$ cat config.mk
export PLATFORM = sky130hd
export DESIGN_NAME = programmable_clock_divider
export DESIGN_NICKNAME = d
export VERILOG_FILES = /design/src/rtl/programmable_clock_divider.sv
export SDC_FILE = /design/constraint.sdc
export NUM_CORES = 1
export LEC_CHECK = 0
export CORE_MARGIN = 4
export CORE_UTILIZATION = 48
export CTS_BUF_LIST = sky130_fd_sc_hd__clkbuf_16
export DETAILED_ROUTE_END_ITERATION = 8
export PLACE_DENSITY = 0.86
export SLEW_MARGIN = 0
export SYNTH_ARGS = -nofsm -noshare
export SYNTH_HDL_FRONTEND = slang
export SYNTH_SLANG_ARGS = --single-unit
export TNS_END_PERCENT = 50
$ cat constraint.sdc
create_clock -name MCLK_IN -period 2.1 [get_ports MCLK_IN]
set_clock_uncertainty 0.15 [all_clocks]
set_input_delay 0.21 -clock MCLK_IN [delete_from_list [all_inputs] [get_ports MCLK_IN]]
set_output_delay 0.21 -clock MCLK_IN [all_outputs]
set_load 0.01 [all_outputs]
$ cat src/rtl/programmable_clock_divider.sv
// rtl/programmable_clock_divider.sv - programmable 50% duty clock divider with run/stop and boundary-aligned divisor reload
module programmable_clock_divider #(
    parameter int CNT_WIDTH = 8,
    parameter int RESET_DIV = 0
) (
    input  logic                 MCLK_IN,
    input  logic                 RST_N_IN,
    input  logic                 RUN_IN,
    input  logic [CNT_WIDTH-1:0] DIV_IN,
    input  logic                 DIV_LOAD_IN,
    output logic                 CPUCLK_OUT,
    output logic                 RISE_OUT,
    output logic                 FALL_OUT,
    output logic [CNT_WIDTH-1:0] DIV_CUR_OUT,
    output logic                 PEND_OUT
);

    typedef enum logic [1:0] {
        STOPPED = 2'd0,
        HIGH    = 2'd1,
        LOW     = 2'd2
    } state_t;

    state_t               state, state_nx;
    logic [CNT_WIDTH-1:0] count, count_nx;
    logic [CNT_WIDTH-1:0] div_cur, div_cur_nx;
    logic [CNT_WIDTH-1:0] div_pend, div_pend_nx;
    logic                 pend, pend_nx;
    logic                 cpuclk_nx, rise_nx, fall_nx;
    logic                 phase_end;

    // Equality compare only, so a divisor of all ones never needs the counter to wrap.
    assign phase_end = (count == div_cur);

    always_ff @(posedge MCLK_IN or negedge RST_N_IN) begin
        if (!RST_N_IN) begin
            state      <= STOPPED;
            count      <= '0;
            div_cur    <= CNT_WIDTH'(RESET_DIV);
            div_pend   <= '0;
            pend       <= 1'b0;
            CPUCLK_OUT <= 1'b0;
            RISE_OUT   <= 1'b0;
            FALL_OUT   <= 1'b0;
        end else begin
            state      <= state_nx;
            count      <= count_nx;
            div_cur    <= div_cur_nx;
            div_pend   <= div_pend_nx;
            pend       <= pend_nx;
            CPUCLK_OUT <= cpuclk_nx;
            RISE_OUT   <= rise_nx;
            FALL_OUT   <= fall_nx;
        end
    end

    always_comb begin
        state_nx    = state;
        count_nx    = count;
        div_cur_nx  = div_cur;
        div_pend_nx = div_pend;
        pend_nx     = pend;
        cpuclk_nx   = CPUCLK_OUT;
        rise_nx     = 1'b0;
        fall_nx     = 1'b0;
        case (state)
            STOPPED: begin
                cpuclk_nx = 1'b0;
                if (DIV_LOAD_IN) begin
                    div_cur_nx = DIV_IN;
                    pend_nx    = 1'b0;
                end
                if (RUN_IN) begin
                    state_nx  = HIGH;
                    cpuclk_nx = 1'b1;
                    rise_nx   = 1'b1;
                    count_nx  = '0;
                end
            end
            HIGH: begin
                if (phase_end) begin
                    state_nx  = LOW;
                    cpuclk_nx = 1'b0;
                    fall_nx   = 1'b1;
                    count_nx  = '0;
                end else begin
                    count_nx = count + 1'b1;
                end
                if (DIV_LOAD_IN) begin
                    div_pend_nx = DIV_IN;
                    pend_nx     = 1'b1;
                end
            end
            LOW: begin
                if (phase_end) begin
                    // Period boundary: a coincident load beats the pending value.
                    count_nx = '0;
                    if (DIV_LOAD_IN) begin
                        div_cur_nx = DIV_IN;
                        pend_nx    = 1'b0;
                    end else if (pend) begin
                        div_cur_nx = div_pend;
                        pend_nx    = 1'b0;
                    end
                    if (RUN_IN) begin
                        state_nx  = HIGH;
                        cpuclk_nx = 1'b1;
                        rise_nx   = 1'b1;
                    end else begin
                        state_nx  = STOPPED;
                        cpuclk_nx = 1'b0;
                    end
                end else begin
                    count_nx = count + 1'b1;
                    if (DIV_LOAD_IN) begin
                        div_pend_nx = DIV_IN;
                        pend_nx     = 1'b1;
                    end
                end
            end
            default: begin
                state_nx  = STOPPED;
                cpuclk_nx = 1'b0;
                count_nx  = '0;
            end
        endcase
    end

    assign DIV_CUR_OUT = div_cur;
    assign PEND_OUT    = pend;

endmodule

==> results.py, run 1 <==
metrics = {
    "sta": {
        "finalCritPeriodShare_pct": 98.9,
        "slew_viol_final": 0,
        "fin_tns_setup_ps": 0,
        "setup_viol": 0,
        "maxSlewHeadroom_pct": 74.1,
        "final_hold_viol_count": 0,
        "fmax_mhz": 481,
        "rsz0062_at_grt": "true",
        "tightestPinTransition_ps": 389,
        "final.min_clock_period_ps": 2080,
        "worst_hold_slack_ps": 186,
    },
    "synthesis": {
        "yosysTopAreaCellShare_pct": 47.7,
        "netlist_top_cells_area": "dfrtp_1, mux2_2, mux2_4",
        "synth_cells": 133,
        "ys_seq_area_share_pct": 47.7,
        "syn_area_um2": 1580,
        "async_flop_share_pct": 100,
        "yosysWarnings": 0,
        "synthTopCellsByCount": "dfrtp_1, mux2_2, nand2_1",
        "synth_cell_types": 26,
        "synth_area_leader_cell": "dfrtp_1",
        "syn_area_per_cell_um2": 11.8,
        "ys_ff_latch": 30,
        "synthesis.nets": 150,
        "synth.most_common_cell": "dfrtp_1",
        "synth-main-ff-cell": "dfrtp_1",
        "synth_edf_count": 0,
    },
    "power": {
        "power_per_cell_area_nw_per_um2": 1310,
        "p_sw_mw": 1.03,
        "comb_power_share_pct": 46.5,
        "ir_drop_mv": 0.958,
        "power_frac_clock_pct": 21.9,
        "internal_power_mw": 2.02,
        "finalPower_mw": 3.06,
        "seqPwrFrac_pct": 31.7,
        "swShare_pct": 33.8,
        "p_leak_nw": 1.06,
    },
    "setup_path": {
        "critPathSlowestCell": "dfrtp_2",
        "worstSetupStartpointType": "flop",
        "worstSetupPathType": "flop to flop",
        "required_ps": 2110,
        "crit_chain": "xor2_1 -> nor4_4 -> nand2_2 -> o211ai_4 -> buf_12 -> mux2_4",
        "max_stage_delay_ps": 440,
        "worstPathArrival_ps": 2080,
        "cp_max_fo": 8,
        "reg2reg_depth": 6,
        "cp-end-kind": "flop",
    },
    "floorplanning": {
        "fp.dieH_um": 65.3,
        "ios": 24,
        "rows": 20,
        "core_um2": 3100,
        "initial_core_util_pct": 50.8,
        "die-area_um2": 4260,
        "die_w_um": 65.3,
    },
    "clocking": {
        "clockRootBuffer": "clkbuf_16",
        "cts_tree": "done",
        "cts.sinks": 30,
        "clk_latency_ps": 280,
        "cts-hold-fix-buffers": 0,
        "cts_max_level": 2,
        "numCtsBuffers": 5,
        "path_clk_slew_ps": 50,
        "clockBufferDepth": 2,
    },
    "layout": {
        "insertedDiodeCount": 0,
        "layout-drive-gt1-share_pct": 37.4,
        "final_cells": 231,
        "nets": 203,
        "area_growth_pct": 48.1,
        "fin_util_pct": 75.2,
        "fillers": 189,
    },
    "grt": {
        "grt_overflow_total": 0,
        "top_usage_layer": "met2",
        "grt_max_degree": 31,
        "groute.layer.met1.usage_pct": 21.5,
        "grt_util_all_layers_pct": 19.0,
        "grt_pass1_wl_um": 6050,
        "grt_pass1_vias": 1287,
        "use_met3_pct": 6.50,
        "antenna_found_initial": 0,
        "use_met2_pct": 33.8,
    },
    "route": {
        "routed_wl_um": 3970,
        "viasPerCell": 5.35,
        "via_count": 1236,
        "route.detailed.drc": 0,
        "ant_nets": 0,
        "drtIter0Drc": 97,
        "wl_per_cell_um": 17.2,
        "first_pass_iters": 4,
    },
    "place": {
        "place_hpwl_um": 2420,
        "place_inst": 210,
        "gp_congestion": 0.893,
        "numPortBuffers": 23,
    },
    "job": {
        "max_cap_viol_count": 0,
    },
    "worst_hold_path": {
        "hp-class": "input port to asynchronous set/reset pin",
    },
    "run_status": {
        "status": "complete, no violations",
    },
}
per-stage QoR:
| stage | setup WS, ps | area, µm² |
|---|---|---|
| final | 22.4 | 2330 |
| after CTS | -4.72 | 2180 |
| after global placement | 44.5 | 1970 |
| after detailed placement | -64.8 | 1970 |
| after global routing | -36.8 | 2330 |
| after floorplan | 21.6 | 1580 |
power by group through the flow:
stage / Clock (mW) / Combinational, mW / Sequential (mW)
2_1_floorplan: 0 / 0.603 / 0.975
3_3_place_gp: 0 / 1.05 / 0.942
3_5_place_dp: 0 / 1.08 / 0.961
4_1_cts: 0.674 / 1.17 / 0.956
5_1_grt: 0.712 / 1.51 / 0.998
6_report: 0.668 / 1.42 / 0.968
cells by family (layout without fill, tap and decap cells):
group                      Yosys count  in the layout  share of synthesized area, %
xor gates and xnor gates            14             14                          7.78
adders and majority gates            5              5                          3.97
AOI/OAI and AO/OA                   15             15                          7.39
muxes                               25             25                          19.8
and+or+nand+nor                     36             36                          11.5
buffers and inverters                8             62                          1.91
DFF                                 30             30                          47.7
metal layers:
layer | share of wire [%] | up-vias | routed length (µm)
li1 | - | 562 | -
met2 | 53 | 47 | 2120
met4 | 2.7 | 0 | 108
met3 | 5.9 | 14 | 234
met1 | 38 | 613 | 1510
met5 | 0 | - | 0
sequential cells by signal, summed over array words and instances, names as in the netlist:
| signal | cells |
|---|---|
| CPUCLK_OUT | 1 |
| count | 8 |
| state | 2 |
| div_pend | 8 |
| RISE_OUT | 1 |
| FALL_OUT | 1 |
| PEND_OUT | 1 |
| DIV_CUR_OUT | 8 |
layout by cell type, fill, tap and decap left out:
| master | Yosys | layout |
|---|---|---|
| inv_1 | 6 | 7 |
| a21oi_2 | 0 | 1 |
| clkinv_1 | 0 | 1 |
| a21oi_1 | 4 | 3 |
| nand2_2 | 1 | 1 |
| mux2_4 | 8 | 16 |
| o22ai_1 | 3 | 3 |
| xor2_2 | 0 | 3 |
| xor2_1 | 11 | 8 |
| o21a_1 | 1 | 1 |
| nor2_1 | 10 | 10 |
| a2111oi_4 | 0 | 1 |
| buf_6 | 0 | 1 |
| nand2_1 | 12 | 12 |
| buf_4 | 0 | 21 |
| clkbuf_16 | 0 | 5 |
| dfrtp_2 | 0 | 1 |
| ha_1 | 5 | 3 |
| mux2_2 | 17 | 9 |
| o21ai_0 | 2 | 2 |
| and2_1 | 1 | 1 |
| buf_12 | 0 | 3 |
| o211ai_4 | 1 | 1 |
| o211ai_1 | 1 | 1 |
| dfrtp_1 | 30 | 29 |
| nor4_4 | 0 | 2 |
| xnor2_1 | 3 | 3 |
| clkdlybuf4s50_1 | 0 | 23 |
| a31oi_4 | 0 | 1 |
| nor2b_1 | 3 | 3 |
| nor3_1 | 1 | 1 |
| nand2b_1 | 3 | 3 |
| ha_2 | 0 | 2 |
| clkinv_2 | 0 | 1 |
| nand4_1 | 3 | 3 |
| a21oi_4 | 1 | 1 |
final cells by class:
type / instances / area, µm² / share of cell area (%)
Multi-Input combinational cell: 95 / 907 / 38.9
Sequential cell: 30 / 752 / 32.2
Timing Repair Buffer: 48 / 459 / 19.7
Clock buffer: 5 / 125 / 5.36
Tap cell: 44 / 55.1 / 2.36
Inverter: 6 / 22.5 / 0.965
Clock inverter: 3 / 12.5 / 0.536
worst paths after layout:
check,to,from,slack (ps)
max,div_pend[4]$_DFFE_PN0P_,count[2]$_DFFE_PN0N_,20
min,FALL_OUT$_DFF_PN0_,RST_N_IN,190
max reg2reg,div_pend[4]$_DFFE_PN0P_,count[2]$_DFFE_PN0N_,20
min reg2reg,div_pend[6]$_DFFE_PN0P_,div_pend[6]$_DFFE_PN0P_,350
max in group asynchronous,count[2]$_DFFE_PN0N_,RST_N_IN,1300
min in group MCLK_IN,div_pend[6]$_DFFE_PN0P_,div_pend[6]$_DFFE_PN0P_,350
worst max-delay path, delay by kind of cell, from the launching register on:
family,cells,cell delay (ps)
and+or+nand+nor,2,500
xor gates and xnor gates,1,190
muxes,1,300
AOI/OAI and AO/OA,1,210
buffers and inverters,1,160
DFF,1,440
timing repair:
item	4_1_cts	5_1_grt
pin swaps	3	7
setup endpoints to repair	9	23
buffers inserted	9	7
resized for setup	2	20
Power figures use the tool's default switching activity.
==> inputs of run 2 (changes only) <==
--- a/config.mk
+++ b/config.mk
@@ -5,11 +5,11 @@
 export SDC_FILE = /design/constraint.sdc
 export NUM_CORES = 1
 export LEC_CHECK = 0
-export CORE_MARGIN = 4
 export CORE_UTILIZATION = 48
 export CTS_BUF_LIST = sky130_fd_sc_hd__clkbuf_16
 export DETAILED_ROUTE_END_ITERATION = 8
 export PLACE_DENSITY = 0.86
+export SKIP_LAST_GASP = 1
 export SLEW_MARGIN = 0
 export SYNTH_ARGS = -nofsm -noshare
 export SYNTH_HDL_FRONTEND = slang
==> results.py, run 2 (synthesized netlist as in run 1, its figures left out) <==
metrics = {
    "setup_path": {
        "cp-end-kind": "flop",
        "worstSetupStartpointType": "flop",
        "worstPathArrival_ps": 2170,
        "worstSetupPathType": "flop to flop",
        "required_ps": 2100,
        "cp_max_fo": 8,
    },
    "floorplanning": {
        "die_w_um": 59.3,
        "initial_core_util_pct": 51.2,
        "fp.dieH_um": 59.3,
        "rows": 20,
        "ios": 24,
        "die-area_um2": 3510,
        "core_um2": 3080,
    },
    "place": {
        "place_area_um2": 1980,
        "place_inst": 211,
        "gp_congestion": 0.864,
        "numPortBuffers": 23,
        "place_hpwl_um": 2410,
        "pre_cts_ws_ps": -11.2,
    },
    "layout": {
        "layout_commonest_cell": "dfrtp_1",
        "nets": 202,
        "fillers": 196,
        "final_cells": 230,
        "layout-drive-gt1-share_pct": 32.8,
        "layout_common_cells": "dfrtp_1, clkdlybuf4s50_1, buf_4",
        "insertedDiodeCount": 0,
        "fin_util_pct": 73.8,
        "fin_area_um2": 2270,
        "area_growth_pct": 44.2,
        "multi_input_area_um2": 853,
        "register_area_um2": 751,
    },
    "route": {
        "first_pass_iters": 4,
        "via_count": 1249,
        "viasPerCell": 5.43,
        "route.detailed.drc": 0,
        "routed_wl_um": 4340,
        "drtIter0Drc": 41,
        "ant_nets": 0,
        "wl_per_cell_um": 18.9,
    },
    "sta": {
        "maxSlewHeadroom_pct": 74.1,
        "tightestPinTransition_ps": 388,
        "finalCritPeriodShare_pct": 103,
        "final.min_clock_period_ps": 2160,
        "fin_tns_setup_ps": -428,
        "rsz0062_at_grt": "true",
        "slew_viol_final": 0,
        "setup_viol": 11,
        "final_hold_viol_count": 0,
        "worst_hold_slack_ps": 177,
        "fmax_mhz": 462,
        "setup_slack_ps": -63.6,
    },
    "clocking": {
        "cts-hold-fix-buffers": 0,
        "clockRootBuffer": "clkbuf_16",
        "cts_tree": "done",
        "path_clk_slew_ps": 50,
        "clk_latency_ps": 280,
        "cts_max_level": 2,
        "numCtsBuffers": 5,
        "cts.sinks": 30,
        "clockBufferDepth": 2,
    },
    "power": {
        "power_per_cell_area_nw_per_um2": 1340,
        "swShare_pct": 34.2,
        "power_frac_clock_pct": 22.4,
        "p_leak_nw": 1.06,
        "comb_power_share_pct": 45.5,
        "internal_power_mw": 2.00,
        "seqPwrFrac_pct": 32.2,
        "ir_drop_mv": 0.788,
        "p_sw_mw": 1.04,
        "finalPower_mw": 3.03,
    },
    "grt": {
        "grt_overflow_total": 0,
        "grt_pass1_wl_um": 6470,
        "grt_max_degree": 31,
        "grt_util_all_layers_pct": 26.0,
        "grt_pass1_vias": 1293,
        "antenna_found_initial": 0,
    },
    "run_status": {
        "violations": "setup timing",
        "status": "finished with violations",
    },
    "job": {
        "max_cap_viol_count": 0,
    },
    "worst_hold_path": {
        "hp-class": "input port to asynchronous set/reset pin",
    },
}
[run 2: changes by cell type in the layout (fill, tap and decap cells not counted), moves of 2 or more]
cell	delta
ha_1	+2
xor2_1	+3
ha_2	-2
xor2_2	-3
[run 2: final timing paths]
check / end / from / slack [ps] / cells past startpoint
min: div_pend[3]$_DFFE_PN0P_ / RST_N_IN / 180 / 2
min in group MCLK_IN: CPUCLK_OUT$_DFFE_PN0P_ / CPUCLK_OUT$_DFFE_PN0P_ / 360 / 1
max in group asynchronous: DIV_CUR_OUT[5]$_DFFE_PN0P_ / RST_N_IN / 1330 / 2
min reg2reg: CPUCLK_OUT$_DFFE_PN0P_ / CPUCLK_OUT$_DFFE_PN0P_ / 360 / 1
max: div_pend[1]$_DFFE_PN0P_ / DIV_CUR_OUT[0]$_DFFE_PN0P_ / -60 / 6
max reg2reg: div_pend[1]$_DFFE_PN0P_ / DIV_CUR_OUT[0]$_DFFE_PN0P_ / -60 / 6
[run 2: final cells by class]
class                      instances  share of cell area, %
clock buffer                       5                   5.51
clock inverter                     3                  0.551
inverter                           6                  0.992
multi-input combinational         95                   37.6
sequential                        30                   33.1
tap                               44                   2.42
timing repair buffer              47                   19.9
[run 2: what timing repair did]
item | in CTS | in global routing
endpoints found under the hold margin | 0 | 0
endpoints found under the setup margin | 3 | 19
buffers inserted | 9 | 4
gates resized for setup | 2 | 11
pin swaps | 2 | 6
[run 2: power groups by stage]
stage | logic (mW) | clock network (mW) | registers, mW
2_1_floorplan | 0.603 | 0 | 0.975
3_3_place_gp | 1.04 | 0 | 0.943
3_5_place_dp | 1.08 | 0 | 0.964
4_1_cts | 1.18 | 0.681 | 0.962
5_1_grt | 1.46 | 0.719 | 0.993
6_report | 1.38 | 0.678 | 0.976
[run 2: routing by layer]
metal	share of wire [%]	track usage, %	vias up
li1	-	-	564
met1	39	29.7	610
met2	51	45.4	56
met3	5.3	8.73	19
met4	4.4	8.50	0
met5	0	0	-
[run 2: critical path, cell delays in order, from the launching register on]
cell and delay (ps):
dfrtp_1 430, xor2_1 200, nor4_4 410, nand2_4 140, o211ai_4 230, buf_12 170
mux2_4 310
==> inputs of run 3 (changes only) <==
--- a/config.mk
+++ b/config.mk
@@ -5,10 +5,10 @@
 export SDC_FILE = /design/constraint.sdc
 export NUM_CORES = 1
 export LEC_CHECK = 0
-export CORE_UTILIZATION = 48
-export CTS_BUF_LIST = sky130_fd_sc_hd__clkbuf_16
+export CORE_UTILIZATION = 50
+export CTS_BUF_LIST = sky130_fd_sc_hd__clkbuf_4
 export DETAILED_ROUTE_END_ITERATION = 8
-export PLACE_DENSITY = 0.86
+export PLACE_DENSITY = 0.89
 export SKIP_LAST_GASP = 1
 export SLEW_MARGIN = 0
 export SYNTH_ARGS = -nofsm -noshare
==> results.py, run 3 (synthesized netlist as in run 1, its figures left out) <==
metrics = {
    "run_status": {
        "status": "finished with violations",
        "violations": "setup timing",
    },
    "layout": {
        "layout_common_cells": "dfrtp_1, clkdlybuf4s50_1, buf_4",
        "fin_area_um2": 2130,
        "final_cells": 229,
        "layout_commonest_cell": "dfrtp_1",
        "nets": 201,
        "insertedDiodeCount": 0,
        "layout-drive-gt1-share_pct": 33.5,
        "area_growth_pct": 35.1,
    },
    "route": {
        "ant_nets": 0,
        "routed_wl_um": 3820,
        "drtIter0Drc": 38,
        "first_pass_iters": 5,
        "wl_per_cell_um": 16.7,
        "route.detailed.drc": 0,
        "viasPerCell": 5.38,
        "via_count": 1233,
    },
    "setup_path": {
        "worstSetupStartpointType": "flop",
        "cp_max_fo": 8,
        "worstSetupPathType": "flop to flop",
        "r2r-start": "DIV_CUR_OUT[0]$_DFFE_PN0P_",
        "worstPathArrival_ps": 2260,
        "required_ps": 2180,
        "cp-end-kind": "flop",
        "startpoint": "DIV_CUR_OUT[0]$_DFFE_PN0P_",
    },
    "grt": {
        "top_usage_layer": "met2",
        "grt_max_degree": 31,
        "use_met3_pct": 5.58,
        "grt_util_all_layers_pct": 25.4,
        "grt_pass1_vias": 1366,
        "grt_overflow_total": 0,
        "grt_pass1_wl_um": 6310,
        "antenna_found_initial": 0,
        "groute.layer.met1.usage_pct": 28.4,
        "use_met2_pct": 43.8,
    },
    "sta": {
        "setup_viol": 16,
        "fin_tns_setup_ps": -852,
        "fmax_mhz": 457,
        "maxSlewHeadroom_pct": 74.5,
        "slew_viol_final": 0,
        "setup_slack_ps": -87.2,
        "finalCritPeriodShare_pct": 104,
        "final_hold_viol_count": 0,
        "rsz0062_at_grt": "true",
        "tightestPinTransition_ps": 379,
        "final.min_clock_period_ps": 2190,
    },
    "place": {
        "place_hpwl_um": 2650,
        "place_inst": 211,
        "numPortBuffers": 23,
        "pre_cts_ws_ps": -157,
        "gp_congestion": 0.883,
        "place_area_um2": 1960,
    },
    "clocking": {
        "cts-hold-fix-buffers": 0,
        "clockRootBuffer": "clkbuf_4",
        "clk_latency_ps": 350,
        "cts_tree": "done",
        "numCtsBuffers": 5,
        "cts.sinks": 30,
        "path_clk_slew_ps": 100,
        "cts_max_level": 2,
        "clockBufferDepth": 2,
    },
    "job": {
        "max_cap_viol_count": 0,
    },
    "worst_hold_path": {
        "hp-class": "input port to asynchronous set/reset pin",
    },
    "power": {
        "ir_drop_mv": 0.709,
        "finalPower_mw": 2.59,
        "power_per_cell_area_nw_per_um2": 1220,
        "p_leak_nw": 0.961,
    },
    "floorplanning": {
        "die_w_um": 58.1,
        "die-area_um2": 3380,
        "rows": 20,
        "ios": 24,
        "initial_core_util_pct": 52.0,
        "fp.dieH_um": 58.1,
        "core_um2": 3030,
    },
}
run 3: power breakdown:
part | total [mW] | switching (mW) | internal [mW]
Sequential | 0.946 | 0.160 | 0.786
Clock | 0.323 | 0.204 | 0.119
Combinational | 1.32 | 0.554 | 0.764
run 3: worst paths after layout:
path,to,slack (ps),cells after the start
max,div_pend[7]$_DFFE_PN0P_,-90,6
min,RISE_OUT$_DFF_PN0_,90,2
max reg2reg,div_pend[7]$_DFFE_PN0P_,-90,6
min reg2reg,div_pend[5]$_DFFE_PN0P_,360,1
max in group asynchronous,count[1]$_DFFE_PN0N_,1410,2
min in group MCLK_IN,div_pend[3]$_DFFE_PN0P_,360,2
run 3: per-layer routing:
metal,vias up,share of wire [%]
met3,19,4.8
met2,41,52
met1,612,38
met5,-,0
met4,0,4.4
li1,561,-
run 3: repair_timing:
item	CTS	global route
setup endpoints to repair	12	18
pin swaps	4	3
setup buffers	5	5
gates resized for setup	3	4
run 3: layout make-up:
type / instances / area, µm²
Fill cell: 227 / 900
Multi-Input combinational cell: 95 / 822
Sequential cell: 30 / 752
Timing Repair Buffer: 46 / 428
Tap cell: 44 / 55.1
Clock buffer: 5 / 37.5
Inverter: 6 / 22.5
Clock inverter: 3 / 11.3
run 3: stage by stage:
stage | utilization (%) | hold slack, ps
floorplan | - | -236
global placement | 64.8 | 338
detailed placement | 64.8 | 342
CTS | 67.9 | 104
global route | 70.3 | 135
finish | 70.3 | 91.9
run 3: worst max-delay path: stages, from the launching register on:
cell and delay, ps:
dfrtp_1 420, xor2_1 160, nor4_2 410, nand2_2 210, o211ai_4 240, buf_12 170
mux2_4 300
